<file path="config.mk">
export PLATFORM = sky130hd
export DESIGN_NAME = dmem_arbiter
export DESIGN_NICKNAME = d
export VERILOG_FILES = /design/src/rtl/dmem_arbiter.sv
export SDC_FILE = /design/constraint.sdc
export NUM_CORES = 1
export LEC_CHECK = 0
export BUFFER_PORTS_ARGS = -buffer_cell sky130_fd_sc_hd__buf_4
export CAP_MARGIN = 20
export CORE_MARGIN = 2
export CORE_UTILIZATION = 45
export CTS_CLUSTER_SIZE = 20
export DETAILED_ROUTE_END_ITERATION = 10
export PLACE_DENSITY_LB_ADDON = 0.1
export SKIP_CTS_REPAIR_TIMING = 1
export SLEW_MARGIN = 30
export SYNTH_ARGS = -nofsm -noshare
export SYNTH_HDL_FRONTEND = slang
export SYNTH_SLANG_ARGS = --single-unit
</file>
<file path="constraint.sdc">
create_clock -name clk -period 9.5 [get_ports clk]
set_clock_uncertainty 0.2 [all_clocks]
set_input_delay 0.475 -clock clk [delete_from_list [all_inputs] [get_ports clk]]
set_output_delay 0.475 -clock clk [all_outputs]
set_load 0.01 [all_outputs]
</file>
<file path="src/rtl/dmem_arbiter.sv">
// Two-requester (core, debug) arbiter and sequencer for the single-port byte-addressed DMEM.
// One access per three cycles: grant in IDLE, drive DMEM in ACCESS, respond in RESP.
module dmem_arbiter #(
  parameter int DEPTH      = 256,
  parameter int STARVE_MAX = 4
) (
  input  logic        clk,
  input  logic        rst,

  input  logic        core_req,
  input  logic        core_we,
  input  logic [31:0] core_addr,
  input  logic [31:0] core_wdata,
  input  logic [2:0]  core_load_type,
  input  logic [1:0]  core_store_type,
  output logic        core_gnt,
  output logic        core_rvalid,
  output logic [31:0] core_rdata,
  output logic        core_err,

  input  logic        dbg_req,
  input  logic        dbg_we,
  input  logic [31:0] dbg_addr,
  input  logic [31:0] dbg_wdata,
  input  logic [2:0]  dbg_load_type,
  input  logic [1:0]  dbg_store_type,
  output logic        dbg_gnt,
  output logic        dbg_rvalid,
  output logic [31:0] dbg_rdata,
  output logic        dbg_err,

  output logic        MemRW,
  output logic [2:0]  Load_type,
  output logic [1:0]  Store_type,
  output logic [31:0] DataW,
  output logic [31:0] addr,
  input  logic [31:0] DMEMout
);

  typedef enum logic [1:0] {IDLE, ACCESS, RESP} state_t;

  localparam int CW = $clog2(STARVE_MAX + 1);

  state_t        state;
  logic [CW-1:0] starve_cnt;
  logic          mem_we_q;
  logic          owner_dbg;
  logic          resp_we;
  logic          resp_err;

  logic          core_win;
  logic          dbg_win;
  logic          sel_we;
  logic [31:0]   sel_addr;
  logic [31:0]   sel_wdata;
  logic [2:0]    sel_lt;
  logic [1:0]    sel_st;
  logic          sel_err;

  // Size/alignment/range check; size 0 marks an unknown type encoding.
  function automatic logic access_err(input logic we, input logic [31:0] a,
                                      input logic [2:0] lt, input logic [1:0] st);
    logic [2:0] size;
    logic       bad;
    size = 3'd0;
    bad  = 1'b0;
    if (we) begin
      case (st)
        2'd1:    size = 3'd1;
        2'd2:    size = 3'd2;
        2'd3:    size = 3'd4;
        default: bad  = 1'b1;
      endcase
    end else begin
      case (lt)
        3'd1, 3'd4: size = 3'd1;
        3'd2, 3'd5: size = 3'd2;
        3'd3:       size = 3'd4;
        default:    bad  = 1'b1;
      endcase
    end
    if (size == 3'd4 && a[1:0] != 2'b00) bad = 1'b1;
    if (size == 3'd2 && a[0]) bad = 1'b1;
    if (!bad && ({1'b0, a} + 33'(size) - 33'd1 >= 33'(DEPTH))) bad = 1'b1;
    return bad;
  endfunction

  // Core wins unless debug has been starved for STARVE_MAX core grants.
  always_comb begin
    core_win = 1'b0;
    dbg_win  = 1'b0;
    if (state == IDLE && !rst) begin
      if (dbg_req && (!core_req || starve_cnt == CW'(STARVE_MAX))) dbg_win = 1'b1;
      else if (core_req) core_win = 1'b1;
    end
  end

  always_comb begin
    sel_we    = dbg_win ? dbg_we         : core_we;
    sel_addr  = dbg_win ? dbg_addr       : core_addr;
    sel_wdata = dbg_win ? dbg_wdata      : core_wdata;
    sel_lt    = dbg_win ? dbg_load_type  : core_load_type;
    sel_st    = dbg_win ? dbg_store_type : core_store_type;
    sel_err   = access_err(sel_we, sel_addr, sel_lt, sel_st);
  end

  assign core_gnt = core_win;
  assign dbg_gnt  = dbg_win;
  assign MemRW    = mem_we_q & ~rst;

  always_ff @(posedge clk) begin
    if (rst) begin
      state       <= IDLE;
      starve_cnt  <= '0;
      mem_we_q    <= 1'b0;
      owner_dbg   <= 1'b0;
      resp_we     <= 1'b0;
      resp_err    <= 1'b0;
      Load_type   <= 3'd0;
      Store_type  <= 2'd0;
      DataW       <= 32'd0;
      addr        <= 32'd0;
      core_rvalid <= 1'b0;
      core_rdata  <= 32'd0;
      core_err    <= 1'b0;
      dbg_rvalid  <= 1'b0;
      dbg_rdata   <= 32'd0;
      dbg_err     <= 1'b0;
    end else begin
      if (!dbg_req || dbg_win) starve_cnt <= '0;
      else if (core_win && starve_cnt != CW'(STARVE_MAX)) starve_cnt <= starve_cnt + CW'(1);

      case (state)
        IDLE: begin
          if (core_win || dbg_win) begin
            state      <= ACCESS;
            owner_dbg  <= dbg_win;
            resp_we    <= sel_we;
            resp_err   <= sel_err;
            mem_we_q   <= sel_we && !sel_err;
            Load_type  <= (!sel_we && !sel_err) ? sel_lt : 3'd0;
            Store_type <= (sel_we && !sel_err) ? sel_st : 2'd0;
            DataW      <= (sel_we && !sel_err) ? sel_wdata : 32'd0;
            addr       <= sel_err ? 32'd0 : sel_addr;
          end
        end
        ACCESS: begin
          state       <= RESP;
          mem_we_q    <= 1'b0;
          Load_type   <= 3'd0;
          Store_type  <= 2'd0;
          DataW       <= 32'd0;
          addr        <= 32'd0;
          core_rvalid <= !owner_dbg;
          core_err    <= !owner_dbg && resp_err;
          core_rdata  <= (!owner_dbg && !resp_err && !resp_we) ? DMEMout : 32'd0;
          dbg_rvalid  <= owner_dbg;
          dbg_err     <= owner_dbg && resp_err;
          dbg_rdata   <= (owner_dbg && !resp_err && !resp_we) ? DMEMout : 32'd0;
        end
        RESP: begin
          state       <= IDLE;
          core_rvalid <= 1'b0;
          core_err    <= 1'b0;
          core_rdata  <= 32'd0;
          dbg_rvalid  <= 1'b0;
          dbg_err     <= 1'b0;
          dbg_rdata   <= 32'd0;
        end
        default: state <= IDLE;
      endcase
    end
  end

endmodule

</file>
; ---- After elaboration in Yosys (flattened, before gate mapping)
; Index checks and enable logic that the tools add are counted.
[op_classes]
addsub = 3
magnitude_cmp = 1
eq_ne = 15
muxes = 43
bitwise_logic = 2
n_reduce_logical = 37
[op_table]
columns = cell, n
row1 = 32-bit 2-to-1 mux, 8
row2 = 32-bit one-hot mux with 2 select lines, 4
row3 = 32-bit by 3-bit adder with 33-bit output, 1
row4 = 33-bit by 9-bit >= comparator with 1-bit output (second input constant), 1
row5 = 33-bit by 1-bit subtractor with 33-bit output (second input constant), 1
row6 = 3-bit one-hot mux with 3 select lines, 2
row7 = 1-bit logical AND, 14
row8 = 1-bit 2-to-1 mux, 13
row9 = 3-bit == test (second input constant), 4
row10 = 3-bit 2-to-1 mux, 4
row11 = 1-bit one-hot mux with 2 select lines, 5
row12 = 3-bit by 2-bit == test with 1-bit output (second input constant), 3
row13 = 1-bit zero test, 9
row14 = 2-bit 2-to-1 mux, 4
row15 = 2-bit one-hot mux with 2 select lines, 2
row16 = 2-bit == test (second input constant), 3
row17 = 3-bit one-hot mux with 2 select lines, 1
row18 = 2-bit nonzero test, 3
row19 = 2-bit OR reduction, 3
row20 = 5-bit OR reduction, 1
row21 = 2-bit by 1-bit == test with 1-bit output (second input constant), 2
row22 = 2-bit AND reduction, 2
row23 = 3-bit by 1-bit adder with 3-bit output (second input constant), 1
row24 = 3-bit by 1-bit == test with 1-bit output (second input constant), 1
row25 = other kinds (7), 9
[word_totals]
reg_bits = 146
output_inout_bits = 140

; ---- Longest topological paths before layout
[logic_depth]
depth_word = 22
depth_mapped = 24
ltp_nobuf = 21

; ---- Worst setup path before layout
; No wires, ideal clock.
[synth_path]
kind = input -> register
from = input port rst
to = register DataW[10]
arrival_ns = 5.212
required_ns = 9.216
path_slack_ns = 4.003
cell_stages = 23
n_path_buf = 5
path_cell_list = buf_2 > nand3b_1 > a21oi_2 > clkbuf_1 > buf_1 > clkbuf_1 > a21oi_1 > a22oi_1 > ha_1 > inv_1 > ha_1 > inv_1 > fa_1 > nor2b_1 > o31ai_2 > a31o_4 > o31a_2 > nor3b_2 > o21ai_1 > nor4_4 > nand4_4 > buf_6 > o31ai_2
[synth_via]
elab_chain_len = 20
elab_cells_between_ends = 48
cone_classes = add/sub: 2 / order compare: 1 / eq/ne: 11 / mux: 19 / reduce/logical: 15
[synth_rtl]
columns = element, line_no
row1 = from (decl), 8  ; input logic rst,
row2 = 1-bit zero test (*), 92  ; if (state == IDLE && !rst) begin
row3 = 1-bit logical AND (*), 92
row4 = 1-bit 2-to-1 mux (*), 92
row5 = net dbg_gnt, 27  ; output logic dbg_gnt,
row6 = "parallel branches: the longest is 17 deep, another holds 32-bit by 3-bit adder with 33-bit output", n/a
row7 = to (signal assigned), 143  ; DataW <= (sel_we && !sel_err) ? sel_wdata : 32'd0;
row8 = to (decl), 35  ; output logic [31:0] DataW,
; Mark *: on every way through the listed nets, which the timed path passes. The select of a mux whose other input is x is not followed.
; A chain may end at the register's enable or synchronous reset.

; ---- Worst setup path in the final report
[layout_path]
from = register state[0]
to = register resp_err
[layout_via]
elab_chain_len = 15
elab_cells_between_ends = 41
cone_classes = add/sub: 2 / order compare: 1 / eq/ne: 10 / mux: 15 / reduce/logical: 13
[layout_rtl]
columns = element, line_no
row1 = from (decl), 44  ; state_t state;
row2 = from (signal assigned), 113  ; state <= IDLE;
row3 = from (signal assigned), 136  ; state <= ACCESS;
row4 = from (signal assigned), 148  ; state <= RESP;
row5 = 2-bit zero test (*), "92, 133"
row6 = "parallel branches: the longest is 14 deep, another holds 32-bit by 3-bit adder with 33-bit output", n/a
row7 = to (signal assigned), 139  ; resp_err <= sel_err;
row8 = to (decl), 49  ; logic resp_err;
; Every way passes the cells marked *.

==> impl_metrics.ini <==
[sta]
clock.fmax_ghz = 0.1445
hold_slack_ns = 0.1636
finalCritPeriodShare_pct = 72.87
relSlewSlack_pct = 44.21
post-route-min-period_ns = 6.923
worst_slew_pin_slew_ns = 0.8369
hold_violations = 0
tns_ns = 0
final-setup-viol-count = 0
rsz0062_at_grt = no
slew_viol_final = 0

[worst_setup_path]
r2r_cells = 21
endpoint_kind = flip-flop
cp-endpoint = resp_err$_SDFFE_PP0P_
cp_data_arrival_time_ns = 7.04
startpoint_type = flip-flop
r2r_end = resp_err$_SDFFE_PP0P_
regToRegSetupSlack_ns = 2.58
path_max_fanout = 53
rr_startpoint = state[0]$_SDFFE_PP0P_
crit_start = state[0]$_SDFFE_PP0P_
path_class = flip-flop to flip-flop
worstPathRequired_ns = 9.62

[layout]
area_growth_pct = 32.51
drive_gt1_share_pct = 33.90
final_common_cell = buf_4
nets = 1617
final_core_util_pct = 60.26
n_antenna_cell = 0
final_cell_mix = 323 x buf_4, 146 x dfxtp_1, 113 x a21oi_1
finalInstanceArea_um2 = 12590

[route]
dr.pass1.iters = 5
vias_per_cell = 5.408
detail-route-antenna-nets = 0
post_drt_wl_per_cell_um = 16.27
drt_iter0_markers = 456
num_vias = 9129
drc = 0
routed_wl_mm = 27.46

[floorplanning]
die_h_um = 149.3
core.rowCount = 53
io_pins = 316
die_area_um2 = 22290
die_w_um = 149.3
start_util_pct = 45.47
core_area_um2 = 20890

[synth]
ys_warn_count = 0
synth_edf_count = 0
syn_nets = 1359
synth-seq-cells = 146
ys_seq_area_share_pct = 30.77
synth_top_area_cell = dfxtp_1
syn_area_um2 = 9499
synth_cell_types = 78
netlist.area_leader.share_pct = 30.77
synth_flop_cell = dfxtp_1
ys_top_cells_by_area = dfxtp_1 31%, mux2i_1 7.8%, o31ai_2 6.6%
synthCells = 1142
async_reset_ff_share_pct = 0
avgSynthCellArea_um2 = 8.318

[grt]
gr-total-overflow = 0
grt_pass1_wl_mm = 43.82
grt_pass1_vias = 8703
antenna_found_initial = 0
grt_max_degree = 136
grt.total_usage_pct = 24.36

[clocking]
clock_latency_ns = 0.42
clockRootBuffer = clkbuf_16
cts_tree = done
cts_max_level = 4
ctsLongestPathBuffers = 2
clkSinkCount = 146
cts_buffers = 17
cts.clk_slew.worst_paths_ns = 0.06

[power_and_ir_drop]
intPower_mw = 1.528
p_sw_share_pct = 38.99
p_sw_uw = 976.3
p_leak_nw = 5.203
p_clk_share_pct = 28.3
ir_drop_mv = 0.1699
power_frac_comb_pct = 44.0
power_frac_seq_pct = 27.6
powerDensity_nw_per_um2 = 198.9

[placed_design]
hpwlAfterDp_mm = 19.80
port_buffers = 315
gp_congestion = 0.8866
placed_area_um2 = 11940

[hold_path]
min-delay-start = dbg_req
hold_class = input port to flip-flop

[status]
status = finished, final reports clean

[run]
maxCapViolations = 0
-- metrics by stage --
step / worst slack (ns) / cells / total power, mW
floorplan: 4.003 / 1142 / 1.483
global route: 2.008 / 1688 / 2.662
finish: 2.577 / 1688 / 2.504
global placement: 2.145 / 1652 / 1.771
detailed placement: 2.105 / 1655 / 1.792
CTS: 2.491 / 1687 / 2.504
-- cell type report --
type / instances / area [µm²]
multi-input combinational: 860 / 6015
timing repair buffer: 327 / 2507
sequential: 146 / 2923
clock inverter: 15 / 192.7
tap: 275 / 344.1
inverter: 48 / 180.2
clock buffer: 17 / 425.4
fill: 1944 / 8302
-- worst min-delay path by stage --
| stage | to | slack (ns) | depth (start not counted) |
|---|---|---|---|
| 2_1_floorplan | DataW[24]$_SDFFE_PP0P_ | 0.28 | 2 |
| 3_3_place_gp | DataW[31]$_SDFFE_PP0P_ | 0.24 | 2 |
| 3_5_place_dp | addr[29]$_SDFFE_PP0P_ | 0.24 | 2 |
| 5_1_grt | starve_cnt[2]$_SDFFE_PP0P_ | 0.15 | 2 |
| 4_1_cts | starve_cnt[2]$_SDFFE_PP0P_ | 0.15 | 2 |
| 6_report | starve_cnt[1]$_SDFFE_PP0P_ | 0.16 | 2 |
-- routing by layer --
metal | global-route usage (%) | vias to the layer above | routed length [µm]
met3 | 4.281 | 47 | 1384
li1 | - | 4553 | -
met5 | 0 | - | 0
met4 | 9.333 | 0 | 749
met2 | 43.59 | 253 | 13880
met1 | 28.98 | 4276 | 11450
-- cells by family (layout without fill, tap and decap cells) --
family	count (synthesis)	count (layout)	synth area share, %
buf+inv	136	407	6.533
fa+ha+maj	41	41	5.479
xor+xnor	21	21	1.936
mux	77	77	8.153
simple gates	448	448	25.63
flops	146	146	30.77
compound gates	273	273	21.50
-- registers in the layout, summed over array words and instances (netlist names), 2 cells and up --
| register | count |
|---|---|
| addr | 32 |
| state | 2 |
| starve_cnt | 3 |
| DataW | 32 |
| Store_type | 2 |
| Load_type | 3 |
| core_rdata | 32 |
| dbg_rdata | 32 |
-- synthesized netlist by cell type, drive strengths merged (4+ instances only) --
library cell and instances:
nor3 9, xnor2 13, nor3b 4, xor2 8, clkbuf 58, a211oi 14
or2 34, or3 34, nor2b 37, nand3 73, mux2i 74, nand3b 7
dfxtp 146, buf 29, nand2b 69, o21ai 28, inv 48, nor2 40
o211ai 5, ha 40, a21o 5, nor4 5, a21oi 114, nand4 9
nand2 111, o31ai 76
-- power groups by stage --
stage	combinational [mW]	sequential (mW)	clock, mW
after floorplan	0.763	0.720	0
after global placement	1.07	0.704	0
after detailed placement	1.09	0.705	0
after CTS	1.09	0.692	0.722
after global routing	1.22	0.697	0.748
final	1.10	0.692	0.710
-- worst max-delay path: stages (launching register included) --
cell      delay, ns
dfxtp_1        0.33
inv_1          0.14
ha_4           0.18
nand3b_1       0.12
a21oi_4        0.60
buf_4          0.76
mux2i_1        0.40
a211oi_1       0.13
a21o_1         0.19
ha_1           0.31
inv_1          0.05
ha_1           0.28
a211oi_1       0.29
o21ai_0        0.17
a22oi_1        0.37
nand3_1        0.18
nand3_1        0.12
o21ai_0        0.10
nor4_2         0.36
nand4_4        0.64
buf_4          0.57
o221a_2        0.31
Power figures use the tool's default switching activity.
